File: config.mk
export PLATFORM = sky130hd
export DESIGN_NAME = wr_data_collector_flat
export DESIGN_NICKNAME = d
export VERILOG_FILES = /design/src/rtl/wr_data_collector_if.sv /design/src/rtl/wr_data_collector.sv /design/src/flat_wrapper.sv
export SDC_FILE = /design/constraint.sdc
export NUM_CORES = 1
export LEC_CHECK = 0
export ABC_CLOCK_PERIOD_IN_PS = 4700
export CORE_ASPECT_RATIO = 1.75
export CORE_MARGIN = 2
export CORE_UTILIZATION = 35
export CTS_CLUSTER_DIAMETER = 100
export CTS_CLUSTER_SIZE = 10
export DETAILED_ROUTE_END_ITERATION = 8
export HOLD_SLACK_MARGIN = 0.1
export PLACE_DENSITY = 0.52
export SYNTH_ARGS = -nofsm -noshare
export SYNTH_HDL_FRONTEND = slang
export SYNTH_SLANG_ARGS = --single-unit
File: constraint.sdc
create_clock -name clk -period 4.7 [get_ports clk]
set_input_delay 1.41 -clock clk [delete_from_list [all_inputs] [get_ports clk]]
set_output_delay 1.41 -clock clk [all_outputs]
set_load 0.03 [all_outputs]
File: src/rtl/wr_data_collector_if.sv
`default_nettype none
// +--------------------------------------------------------------------------+
// | wr_data_collector_if : accelerator write port plus serialised byte stream |
// | Rev 1.0                                                                  |
// +--------------------------------------------------------------------------+
interface wr_data_collector_if #(
  parameter int DATA_W = 21
);
  logic              wr_req;
  logic [DATA_W-1:0] wr_data;
  logic [7:0]        out_byte;
  logic              out_valid;
  logic              out_ready;

  modport master (
    output wr_req,
    output wr_data,
    output out_ready,
    input  out_byte,
    input  out_valid
  );

  modport slave (
    input  wr_req,
    input  wr_data,
    input  out_ready,
    output out_byte,
    output out_valid
  );
endinterface
`default_nettype wire

File: src/rtl/wr_data_collector.sv
`default_nettype none
// +--------------------------------------------------------------------------+
// | wr_data_collector : captures accelerator words into a FIFO and emits each |
// | word as 3 bytes (LSB first) on a valid/ready stream. Rev 1.0              |
// +--------------------------------------------------------------------------+
module wr_data_collector #(
  parameter int DATA_W = 21,
  parameter int DEPTH  = 8,
  parameter int AW     = 3
) (
  input  logic                 clk,
  input  logic                 rst,
  wr_data_collector_if.slave   bus,
  input  logic                 acc_done,
  input  logic                 clr,
  output logic [AW:0]          level,
  output logic                 full,
  output logic                 empty,
  output logic                 overflow,
  output logic                 drained
);

  typedef enum logic [0:0] {
    IDLE = 1'b0,
    SEND = 1'b1
  } state_t;

  state_t            r_state;
  logic [DATA_W-1:0] r_mem [DEPTH];
  logic [AW-1:0]     r_wr_ptr;
  logic [AW-1:0]     r_rd_ptr;
  logic [AW:0]       r_level;
  logic [DATA_W-1:0] r_shreg;
  logic [1:0]        r_idx;
  logic              r_overflow;
  logic              r_done_seen;
  logic              r_drained;

  logic              w_empty;
  logic              w_full;
  logic              w_accept;
  logic              w_last;
  logic              w_pop;
  logic              w_push;
  logic              w_drain;
  logic [23:0]       w_ext;

  assign w_empty  = (r_level == '0);
  assign w_full   = (r_level == (AW+1)'(DEPTH));
  assign w_accept = (r_state == SEND) && bus.out_ready;
  assign w_last   = w_accept && (r_idx == 2'd2);
  // The FIFO head is only taken when the serialiser is free or just finishing.
  assign w_pop    = !w_empty && ((r_state == IDLE) || w_last);
  assign w_push   = bus.wr_req && (!w_full || w_pop);
  assign w_drain  = r_done_seen && w_empty && (r_state == IDLE) && !bus.wr_req;
  assign w_ext    = 24'(r_shreg);

  always_comb begin
    bus.out_byte = w_ext[7:0];
    case (r_idx)
      2'd1:    bus.out_byte = w_ext[15:8];
      2'd2:    bus.out_byte = w_ext[23:16];
      default: bus.out_byte = w_ext[7:0];
    endcase
  end

  assign bus.out_valid = (r_state == SEND);
  assign level         = r_level;
  assign full          = w_full;
  assign empty         = w_empty;
  assign overflow      = r_overflow;
  assign drained       = r_drained;

  // Storage has no reset; validity is tracked entirely by the pointers/level.
  always_ff @(posedge clk) begin
    if (w_push && !clr) begin
      r_mem[r_wr_ptr] <= bus.wr_data;
    end
  end

  always_ff @(posedge clk or negedge rst) begin
    if (!rst) begin
      r_state     <= IDLE;
      r_wr_ptr    <= '0;
      r_rd_ptr    <= '0;
      r_level     <= '0;
      r_shreg     <= '0;
      r_idx       <= 2'd0;
      r_overflow  <= 1'b0;
      r_done_seen <= 1'b0;
      r_drained   <= 1'b0;
    end else if (clr) begin
      r_state     <= IDLE;
      r_wr_ptr    <= '0;
      r_rd_ptr    <= '0;
      r_level     <= '0;
      r_idx       <= 2'd0;
      r_overflow  <= 1'b0;
      r_done_seen <= 1'b0;
      r_drained   <= 1'b0;
    end else begin
      if (w_push) begin
        r_wr_ptr <= r_wr_ptr + AW'(1);
      end
      if (w_pop) begin
        r_rd_ptr <= r_rd_ptr + AW'(1);
      end
      case ({w_push, w_pop})
        2'b10:   r_level <= r_level + (AW+1)'(1);
        2'b01:   r_level <= r_level - (AW+1)'(1);
        default: r_level <= r_level;
      endcase
      if (bus.wr_req && !w_push) begin
        r_overflow <= 1'b1;
      end

      case (r_state)
        IDLE: begin
          if (w_pop) begin
            r_shreg <= r_mem[r_rd_ptr];
            r_idx   <= 2'd0;
            r_state <= SEND;
          end
        end
        SEND: begin
          if (w_accept) begin
            if (r_idx != 2'd2) begin
              r_idx <= r_idx + 2'd1;
            end else if (w_pop) begin
              r_shreg <= r_mem[r_rd_ptr];
              r_idx   <= 2'd0;
            end else begin
              r_idx   <= 2'd0;
              r_state <= IDLE;
            end
          end
        end
        default: r_state <= IDLE;
      endcase

      r_drained <= w_drain;
      if (w_drain) begin
        r_done_seen <= 1'b0;
      end else if (acc_done) begin
        r_done_seen <= 1'b1;
      end
    end
  end

endmodule
`default_nettype wire

File: src/flat_wrapper.sv
// flat-port wrapper written by rule: the top's interface ports become plain ports
module wr_data_collector_flat 
#(
  parameter int DATA_W = 21,
  parameter int DEPTH  = 8,
  parameter int AW     = 3
)
  (clk, rst, acc_done, clr, level, full, empty, overflow, drained, bus_wr_req, bus_wr_data, bus_out_ready, bus_out_byte, bus_out_valid);
  wr_data_collector_if #(.DATA_W(DATA_W)) bus_i ();
  input  logic clk;
  input  logic rst;
  input  logic acc_done;
  input  logic clr;
  output logic [AW:0] level;
  output logic full;
  output logic empty;
  output logic overflow;
  output logic drained;
  input wire logic [$bits(bus_i.wr_req)-1:0] bus_wr_req;
  input wire logic [$bits(bus_i.wr_data)-1:0] bus_wr_data;
  input wire logic [$bits(bus_i.out_ready)-1:0] bus_out_ready;
  output wire logic [$bits(bus_i.out_byte)-1:0] bus_out_byte;
  output wire logic [$bits(bus_i.out_valid)-1:0] bus_out_valid;
  assign bus_i.wr_req = bus_wr_req;
  assign bus_i.wr_data = bus_wr_data;
  assign bus_i.out_ready = bus_out_ready;
  assign bus_out_byte = bus_i.out_byte;
  assign bus_out_valid = bus_i.out_valid;
  wr_data_collector #(.DATA_W(DATA_W), .DEPTH(DEPTH), .AW(AW)) u_core (.clk(clk), .rst(rst), .bus(bus_i), .acc_done(acc_done), .clr(clr), .level(level), .full(full), .empty(empty), .overflow(overflow), .drained(drained));
endmodule
== After elaboration in Yosys (flattened, before gate mapping) ==
Memory sizes are Yosys's and may differ from the RTL's.
Index checks and enable logic that the tools add are counted.

* Register bits after elaboration: 37
* Output and inout port bits: 17
* Memories kept: 1
* Bits of input ports: 27
* Logic and storage cells: 80
* Memory bits (writable): 168

* Equality and inequality tests: 10
* Multiplexer cells: 29
* Reduce and logical (&&, ||, !) cells: 24
* $add $sub $neg: 5
* Bitwise logic cells: 2

{| class="wikitable"
|+ Memory list
! name !! words !! bits a word !! read ports !! clocked after memory_dff !! wr ports !! RTL line !! source
|-
| u_core.r_mem || 8 || 21 || 1 || 0 || 1 || wr_data_collector.sv:29 || <nowiki>logic [DATA_W-1:0] r_mem [DEPTH];</nowiki>
|}

{| class="wikitable"
|+ Operator list
! operator !! number
|-
| two-way mux 21 bit || 3
|-
| case mux 21 bit (2 select lines) || 1
|-
| case mux 8 bit (2 select lines) || 1
|-
| two-way mux 1 bit || 12
|-
| two-way mux 3 bit || 4
|-
| logical AND 1 bit || 9
|-
| two-way mux 2 bit || 4
|-
| case mux 4 bit (2 select lines) || 1
|-
| adder 3 x 1 -> 3 bit, second input constant || 2
|-
| inequality test 2 bit, second input constant || 3
|-
| nonzero test 2 bit || 3
|-
| nonzero test 3 bit || 2
|-
| zero test 1 bit || 5
|-
| adder 4 x 1 -> 4 bit, second input constant || 1
|-
| equality test 2 x 1 -> 1 bit, second input constant || 2
|-
| equality test 2 bit, second input constant || 2
|-
| equality test 4 bit, second input constant || 1
|-
| zero test 4 bit || 1
|-
| two-way mux 4 bit || 1
|-
| case mux 2 bit (2 select lines) || 1
|-
| subtractor 4 x 1 -> 4 bit, second input constant || 1
|-
| inequality test 3 x 2 -> 1 bit, second input constant || 1
|-
| inequality test 3 bit, second input constant || 1
|-
| AND reduction 3 bit || 1
|-
| 5 further kinds || 7
|}

== Logic depth before layout (Yosys ltp) ==
Gate-level depths: netlist of the first run.

* Word-level depth: 10
* Depth in mapped cells: 9
* Mapped depth without buffers: 9

== Worst setup path before layout of the first run ==
Ideal clock, no wire load.

* Path kind: input -> register
* Start: input bus_wr_req
* End: memory u_core.r_mem[1][0] (enable)
* Stages on the path: 4
* Path buffers: 1
* Data arrival time: 3.641 ns
* Setup slack: 0.634 ns
* Path through: buf_2 o21ai_2 or3b_1 nor3_1

* Word-level cells in the longest chain between the ends: 4

{| class="wikitable"
|+ Ends and longest elaborated chain
! what !! RTL line !! source
|-
| start, declared || flat_wrapper.sv:19 || <nowiki>input wire logic [$bits(bus_i.wr_req)-1:0] bus_wr_req;</nowiki>
|-
| logical AND 1 bit || wr_data_collector.sv:54 || <nowiki>assign w_push = bus.wr_req && (!w_full || w_pop);</nowiki>
|-
| logical AND 1 bit || wr_data_collector.sv:76 || <nowiki>if (w_push && !clr) begin</nowiki>
|-
| two-way mux 1 bit || wr_data_collector.sv:76 ||
|-
| two-way mux 1 bit (not written as such) || wr_data_collector.sv:77 || <nowiki>r_mem[r_wr_ptr] <= bus.wr_data;</nowiki>
|-
| end, declared || wr_data_collector.sv:29 ||
|}

Every way passes these cells.

== Final worst setup path of the first run ==
* Start: register u_core.r_idx[0]
* End: output bus_out_byte[7]

* Word-level cells in the longest chain between the ends: 2
* Elaborated cells on any way between the ends: 3

{| class="wikitable"
|+ Ends and longest elaborated chain
! what !! RTL line !! source
|-
| start, declared || wr_data_collector.sv:34 || <nowiki>logic [1:0] r_idx;</nowiki>
|-
| start signal, assigned || wr_data_collector.sv:128 || <nowiki>r_idx <= r_idx + 2'd1;</nowiki>
|-
| equality test 2 bit / equality test 2 x 1 -> 1 bit (equally long branches) || wr_data_collector.sv:60 || <nowiki>case (r_idx)</nowiki>
|-
| case mux 8 bit (2 select lines) (*) || wr_data_collector.sv:60 ||
|-
| end, declared || flat_wrapper.sv:22 || <nowiki>output wire logic [$bits(bus_i.out_byte)-1:0] bus_out_byte;</nowiki>
|}

Mark *: on every way between the ends. The rest lies on a longest branch, timed or not.

==> flow_summary.toml, run 1 <==
[final_layout]
regArea_um2 = 5970
drive_gt1_frac = 0.196
final_util = 0.424
nNetsFinal = 538
multi_input_area_um2 = 2090
nFillCells = 2047
insertedDiodeCount = 0
area_growth_pct = 18.8

[worst_setup_path]
required_ps = 3290
crit_type = "register to primary output"
path_max_fanout = 16
startpoint = "u_core.r_idx[0]"
startpoint_type = "register"
cp-end-kind = "primary output"
worst_ep_arrival_time_ps = 2580
timing.rr.start = "u_core.r_idx[0]"

[detailed_routing]
antenna_left = 0
wl_um = 17100
vias_per_cell = 4.95
via_count = 4066
drc = 0
dr.first_iter.drc_count = 222
drt_first_pass_iters = 5
wl_per_cell_um = 20.9

[timing]
slew_headroom = 0.298
rsz0062_at_grt = "no"
setup_tns_ps = 0
setup_violations = 0
hold_viol_final = 0
finalMaxSlewViolations = 0
fin_crit_sh = 0.849
min_period_ps = 3990
whs_ps = 475
worstMarginPinSlew_ps = 1050
finClkSkew_ps = 17.9
fmax_ghz = 0.250

[yosys]
synth_fa_ha_area_frac = 0.0132
synth_edf_count = 168
ys.flop_type = "edfxtp_1"
synthMuxAreaShare = 0.148
synth_cell_type_count = 43
synth_warnings = 0
synthCells = 443
ys_ff_latch = 205
syn_area_um2 = 8150
synth_top_area_frac = 0.619
async_flop_share = 0.180
synth_xor_area_frac = 0.00537
yosysSeqAreaShare = 0.732
synth_simple_gate_area_share = 0.0457
synth_top_family_by_area = "multiplexers"
syn_avg_cell_area_um2 = 18.4
synth_compound_area_frac = 0.0407
synth.top_cells.by_area = "edfxtp_1, mux4_2, dfrtp_1"
synth_nets = 478
synth_top_area_cell = "edfxtp_1"

[placed_design]
gp_congestion = 0.761
post-dp-hpwl_um = 10900
port_buffers = 43

[clock_network]
clk_path_buf_depth = 3
cts_tree = "done"
post_cts_resized = 0
cts_buffers = 24
cts_root_buf = "clkbuf_16"
cts_max_level = 1
clk_latency_ps = 520
clk_pin_slew_ps = 60
post_cts_buffers = 0
cts.sink_count = 205
cts_hold_buf = 0

[pwr]
ir_drop_uv = 223
power_leakage_nw = 3.17
p_per_area_nw_per_um2 = 540

[global_routing]
antenna_found_initial = 0
grt_start_max_net_pins = 43
grtUsageTotal = 0.147
grt_pass1_wl_um = 26700
overflow = 0
grt_pass1_vias = 4470

[die]
io_pins = 44
die_y_um = 206
core_area_um2 = 22800
die_width_um = 119
die_area_um2 = 24600
start_util = 0.357
rows = 73

[hold_path]
hp-class = "register to register"
worstHoldStart = "u_core.r_done_seen"

[job]
drv_cap = 0

[run_status]
status = "finished clean"
-- kinds of logic after synthesis --
logic type	Yosys count
xor gates and xnor gates	5
AOI/OAI and AO/OA	53
muxes	67
DFF	205
and+or+nand+nor	76
buffers and inverters	29
adders and majority gates	8
-- stage by stage --
stage                     std cells  cell area (um^2)  setup slack (ps)  total power, mW
after floorplan                 443              8150               634             3.18
after global placement          777              9000               974             3.63
after detailed placement        777              9000               940             3.66
after CTS                       821              9690               673             5.33
after global routing            821              9690               543             5.51
final                           821              9690               708             5.23
-- critical path, cell delays in order (launching register included) --
cell	delay, ps
dfrtp_1	380
inv_1	90
ha_1	560
nand3_1	190
o21ai_0	120
clkdlybuf4s50_1	700
-- metal layers --
layer | part of all wire | wire [um] | GRT usage | vias to the layer above
met5 | 0 | 0 | 0 | -
met4 | 0.022 | 382 | 0.0496 | 0
met3 | 0.033 | 574 | 0.0201 | 24
met2 | 0.58 | 9990 | 0.291 | 91
met1 | 0.36 | 6190 | 0.157 | 2079
li1 | - | - | - | 1872
-- final cells by class --
class,instances,share of cell area
repair buffers,56,0.0540
clock inverters,2,0.00232
inverters,7,0.00323
multi-input cells,209,0.216
clock buffers,42,0.0690
well taps,300,0.0387
flip-flops and latches,205,0.617
-- state kept, by name (all words and copies together) (netlist names) --
| signal | cells |
|---|---|
| u_core.overflow | 1 |
| u_core.r_wr_ptr | 3 |
| u_core.r_idx | 2 |
| u_core.r_done_seen | 1 |
| u_core.bus.out_valid | 1 |
| u_core.r_shreg | 21 |
| u_core.r_rd_ptr | 3 |
| u_core.drained | 1 |
| u_core.r_mem | 168 |
| u_core.level | 4 |
-- where the power goes --
group / internal, mW / total, mW / switching, mW / leakage (nW)
registers: 2.12 / 2.28 / 0.154 / 1.96
clock network: 0.960 / 1.65 / 0.692 / 0.328
logic: 0.588 / 1.30 / 0.714 / 0.883
-- synth_stat cells, drive strengths merged, types with 2 or more instances --
cell / number
nor2b: 2
nand3: 4
xnor2: 2
a21oi: 29
ha: 7
edfxtp: 168
mux4: 42
mux2: 2
nor2: 45
buf: 7
mux2i: 23
nor3: 6
inv: 7
nand2: 5
nand2b: 6
a22oi: 7
a31oi: 2
dfrtp: 37
o21ai: 7
xor2: 3
clkbuf: 15
nand3b: 2
a21boi: 2
-- final timing paths --
path	to	slack [ps]	cells after the start
max	bus_out_byte[7]	710	5
min	u_core.r_done_seen	480	1
max reg2reg	u_core.r_mem[7][9]	2060	7
min reg2reg	u_core.r_done_seen	480	1
max in group asynchronous	u_core.r_rd_ptr[0]	3100	1
min in group asynchronous	u_core.drained	990	1
-- cell usage in the layout, fill, tap and decap left out, types with 2 or more instances in the layout --
cell | netlist | layout
edfxtp_1 | 168 | 168
mux4_2 | 42 | 42
clkdlybuf4s50_1 | 0 | 42
nor2_1 | 45 | 39
dfrtp_1 | 37 | 35
a21oi_1 | 29 | 29
clkbuf_16 | 0 | 24
mux2i_1 | 23 | 23
clkbuf_1 | 15 | 18
buf_4 | 0 | 13
a22oi_1 | 7 | 7
ha_1 | 7 | 7
inv_1 | 6 | 6
o21ai_0 | 6 | 6
nand2b_1 | 6 | 6
nor2_2 | 0 | 6
nand2_1 | 5 | 5
nand3_1 | 4 | 4
xor2_1 | 3 | 3
nor3_4 | 1 | 2
nor3_2 | 1 | 2
nor3_1 | 4 | 2
nor2b_1 | 2 | 2
mux2_4 | 2 | 2
xnor2_1 | 2 | 2
nand3b_1 | 2 | 2
dfrtp_2 | 0 | 2
Note: power is estimated with default switching activity, not from simulation.
==> run 2: changes to the inputs <==
Settings changed: ABC_CLOCK_PERIOD_IN_PS 4700 to 3700.
Clock period 4.7 ns to 3.7 ns, I/O delays scaled along.
==> run 2 against run 1 <==
Routed wire length increased by 6.7%. Cell area up 1.5%. Non-clock buffer count rose by 7. Sequential share of layout area shrank 0.90 points. Clock-buffer cell count up 1. Global-route usage grew 0.83 points. Sequential cell count did not move. Die area is the same. Combinational power grew 32%. Via count up 1.3%. Register-to-register slack lost 810 ps. Critical path type unchanged. Critical endpoint is now full.
==> flow_summary.toml, run 2 (same netlist as run 1, synthesis figures left out) <==
[global_routing]
grt_start_max_net_pins = 43
grt_pass1_wl_um = 27600
grt_pass1_vias = 4404
grtUsageTotal = 0.155
antenna_found_initial = 0
overflow = 0

[die]
rows = 73
die_area_um2 = 24600
core_area_um2 = 22800
die_y_um = 206
io_pins = 44
die_width_um = 119
start_util = 0.357

[worst_setup_path]
ff2ff_setup_slack_ps = 1250
startpoint_type = "register"
cp-end-kind = "primary output"
path_max_fanout = 8
worst_r2r_endpoint = "u_core.r_mem[7][17]"
worst_ep_arrival_time_ps = 2510
required_ps = 2590
rr_worst_depth = 7
crit_type = "register to primary output"
timing.rr.start = "u_core.r_idx[0]"

[final_layout]
area_growth_pct = 20.6
insertedDiodeCount = 0
drive_gt1_frac = 0.212
layout_common_cells = "edfxtp_1, mux4_2, clkdlybuf4s50_1"
largest_reg_flops = 168
stdcell_area_um2 = 9830
final_util = 0.431
nNetsFinal = 545
regArea_um2 = 5970
regMostFlops = "u_core.r_mem"
nFillCells = 2040
mostFrequentLayoutCell = "edfxtp_1"
multi_input_area_um2 = 2110

[detailed_routing]
drc = 0
via_count = 4118
wl_per_cell_um = 22.1
vias_per_cell = 4.97
dr.first_iter.drc_count = 202
wl_um = 18300
drt_first_pass_iters = 4
antenna_left = 0

[clock_network]
cts.sink_count = 205
cts_root_buf = "clkbuf_16"
clk_latency_ps = 510
clk_path_buf_depth = 3
cts_max_level = 1
cts_buffers = 24
cts_hold_buf = 0
clk_pin_slew_ps = 60
cts_tree = "done"

[placed_design]
post-dp-hpwl_um = 12500
postPlaceCellArea_um2 = 9120
place_ws_ps = 373
gp_congestion = 0.798
port_buffers = 43

[timing]
whs_ps = 475
slew_headroom = 0.423
fin_crit_sh = 0.978
fmax_ghz = 0.276
finalMaxSlewViolations = 0
min_period_ps = 3620
finClkSkew_ps = 13.2
setup_tns_ps = 0
setup_violations = 0
worstMarginPinSlew_ps = 866
hold_viol_final = 0
worst_slack_ps = 82.2
rsz0062_at_grt = "no"

[pwr]
p_per_area_nw_per_um2 = 684
pwr-share-seq = 0.433
switching_share = 0.296
ir_drop_uv = 224
clkPwrFrac = 0.313
internal-power_mw = 4.73
p_comb_frac = 0.254
power_leakage_nw = 3.22
p_switching_mw = 1.99

[hold_path]
hp-class = "register to register"
worstHoldStart = "u_core.r_done_seen"
hold_path_end = "u_core.r_done_seen"
hold_path_depth = 1

[run_status]
status = "finished clean"

[job]
drv_cap = 0
run 2: power by group through the flow:
stage	clock, mW	sequential [mW]	combinational [mW]
after floorplan	0	2.88	1.17
after detailed placement	0	2.96	1.74
after global placement	0	2.96	1.73
final	2.10	2.91	1.71
after CTS	2.17	2.92	1.75
after global routing	2.27	2.94	1.86
run 2: through the flow:
step           power (mW)  cells
2_1_floorplan        4.04    443
4_1_cts              6.84    828
5_1_grt              7.07    828
3_3_place_gp         4.68    784
6_report             6.73    828
3_5_place_dp         4.71    784
run 2: area by class of cell:
| type | instances | area share |
|---|---|---|
| flip-flops and latches | 205 | 0.608 |
| multi-input cells | 209 | 0.215 |
| clock buffers | 43 | 0.0705 |
| repair buffers | 63 | 0.0649 |
| well taps | 300 | 0.0382 |
| inverters | 7 | 0.00318 |
| clock inverters | 1 | 0.000636 |
run 2: worst max path at each step:
stage | start | to | slack (ps) | cells past startpoint
final | u_core.level[0] | full | 80 | 3
after global routing | u_core.level[0] | full | 5 | 3
after CTS | u_core.r_idx[0] | bus_out_byte[2] | 10 | 5
after detailed placement | bus_out_ready | u_core.r_mem[7][17] | 370 | 6
after global placement | bus_out_ready | u_core.r_mem[7][18] | 430 | 6
after floorplan | bus_wr_req | u_core.r_mem[7][0] | 490 | 4
run 2: routing by layer:
| layer | wire length (um) | vias up | global-route usage |
|---|---|---|---|
| met5 | 0 | - | 0 |
| met4 | 497 | 0 | 0.0626 |
| met3 | 550 | 29 | 0.0215 |
| met2 | 10700 | 84 | 0.307 |
| met1 | 6550 | 2124 | 0.162 |
| li1 | - | 1881 | - |
run 2: repair_timing:
item                                    in CTS  in global routing
hold endpoints to repair                     0                  0
gates resized for setup                      1                  2
setup buffers                                0                  0
endpoints found under the setup margin       1                  8
run 2: critical path, stage by stage, from the launching register on:
cell and delay [ps]:
dfrtp_1 480, or4b_1 700, inv_1 130, clkdlybuf4s50_1 670
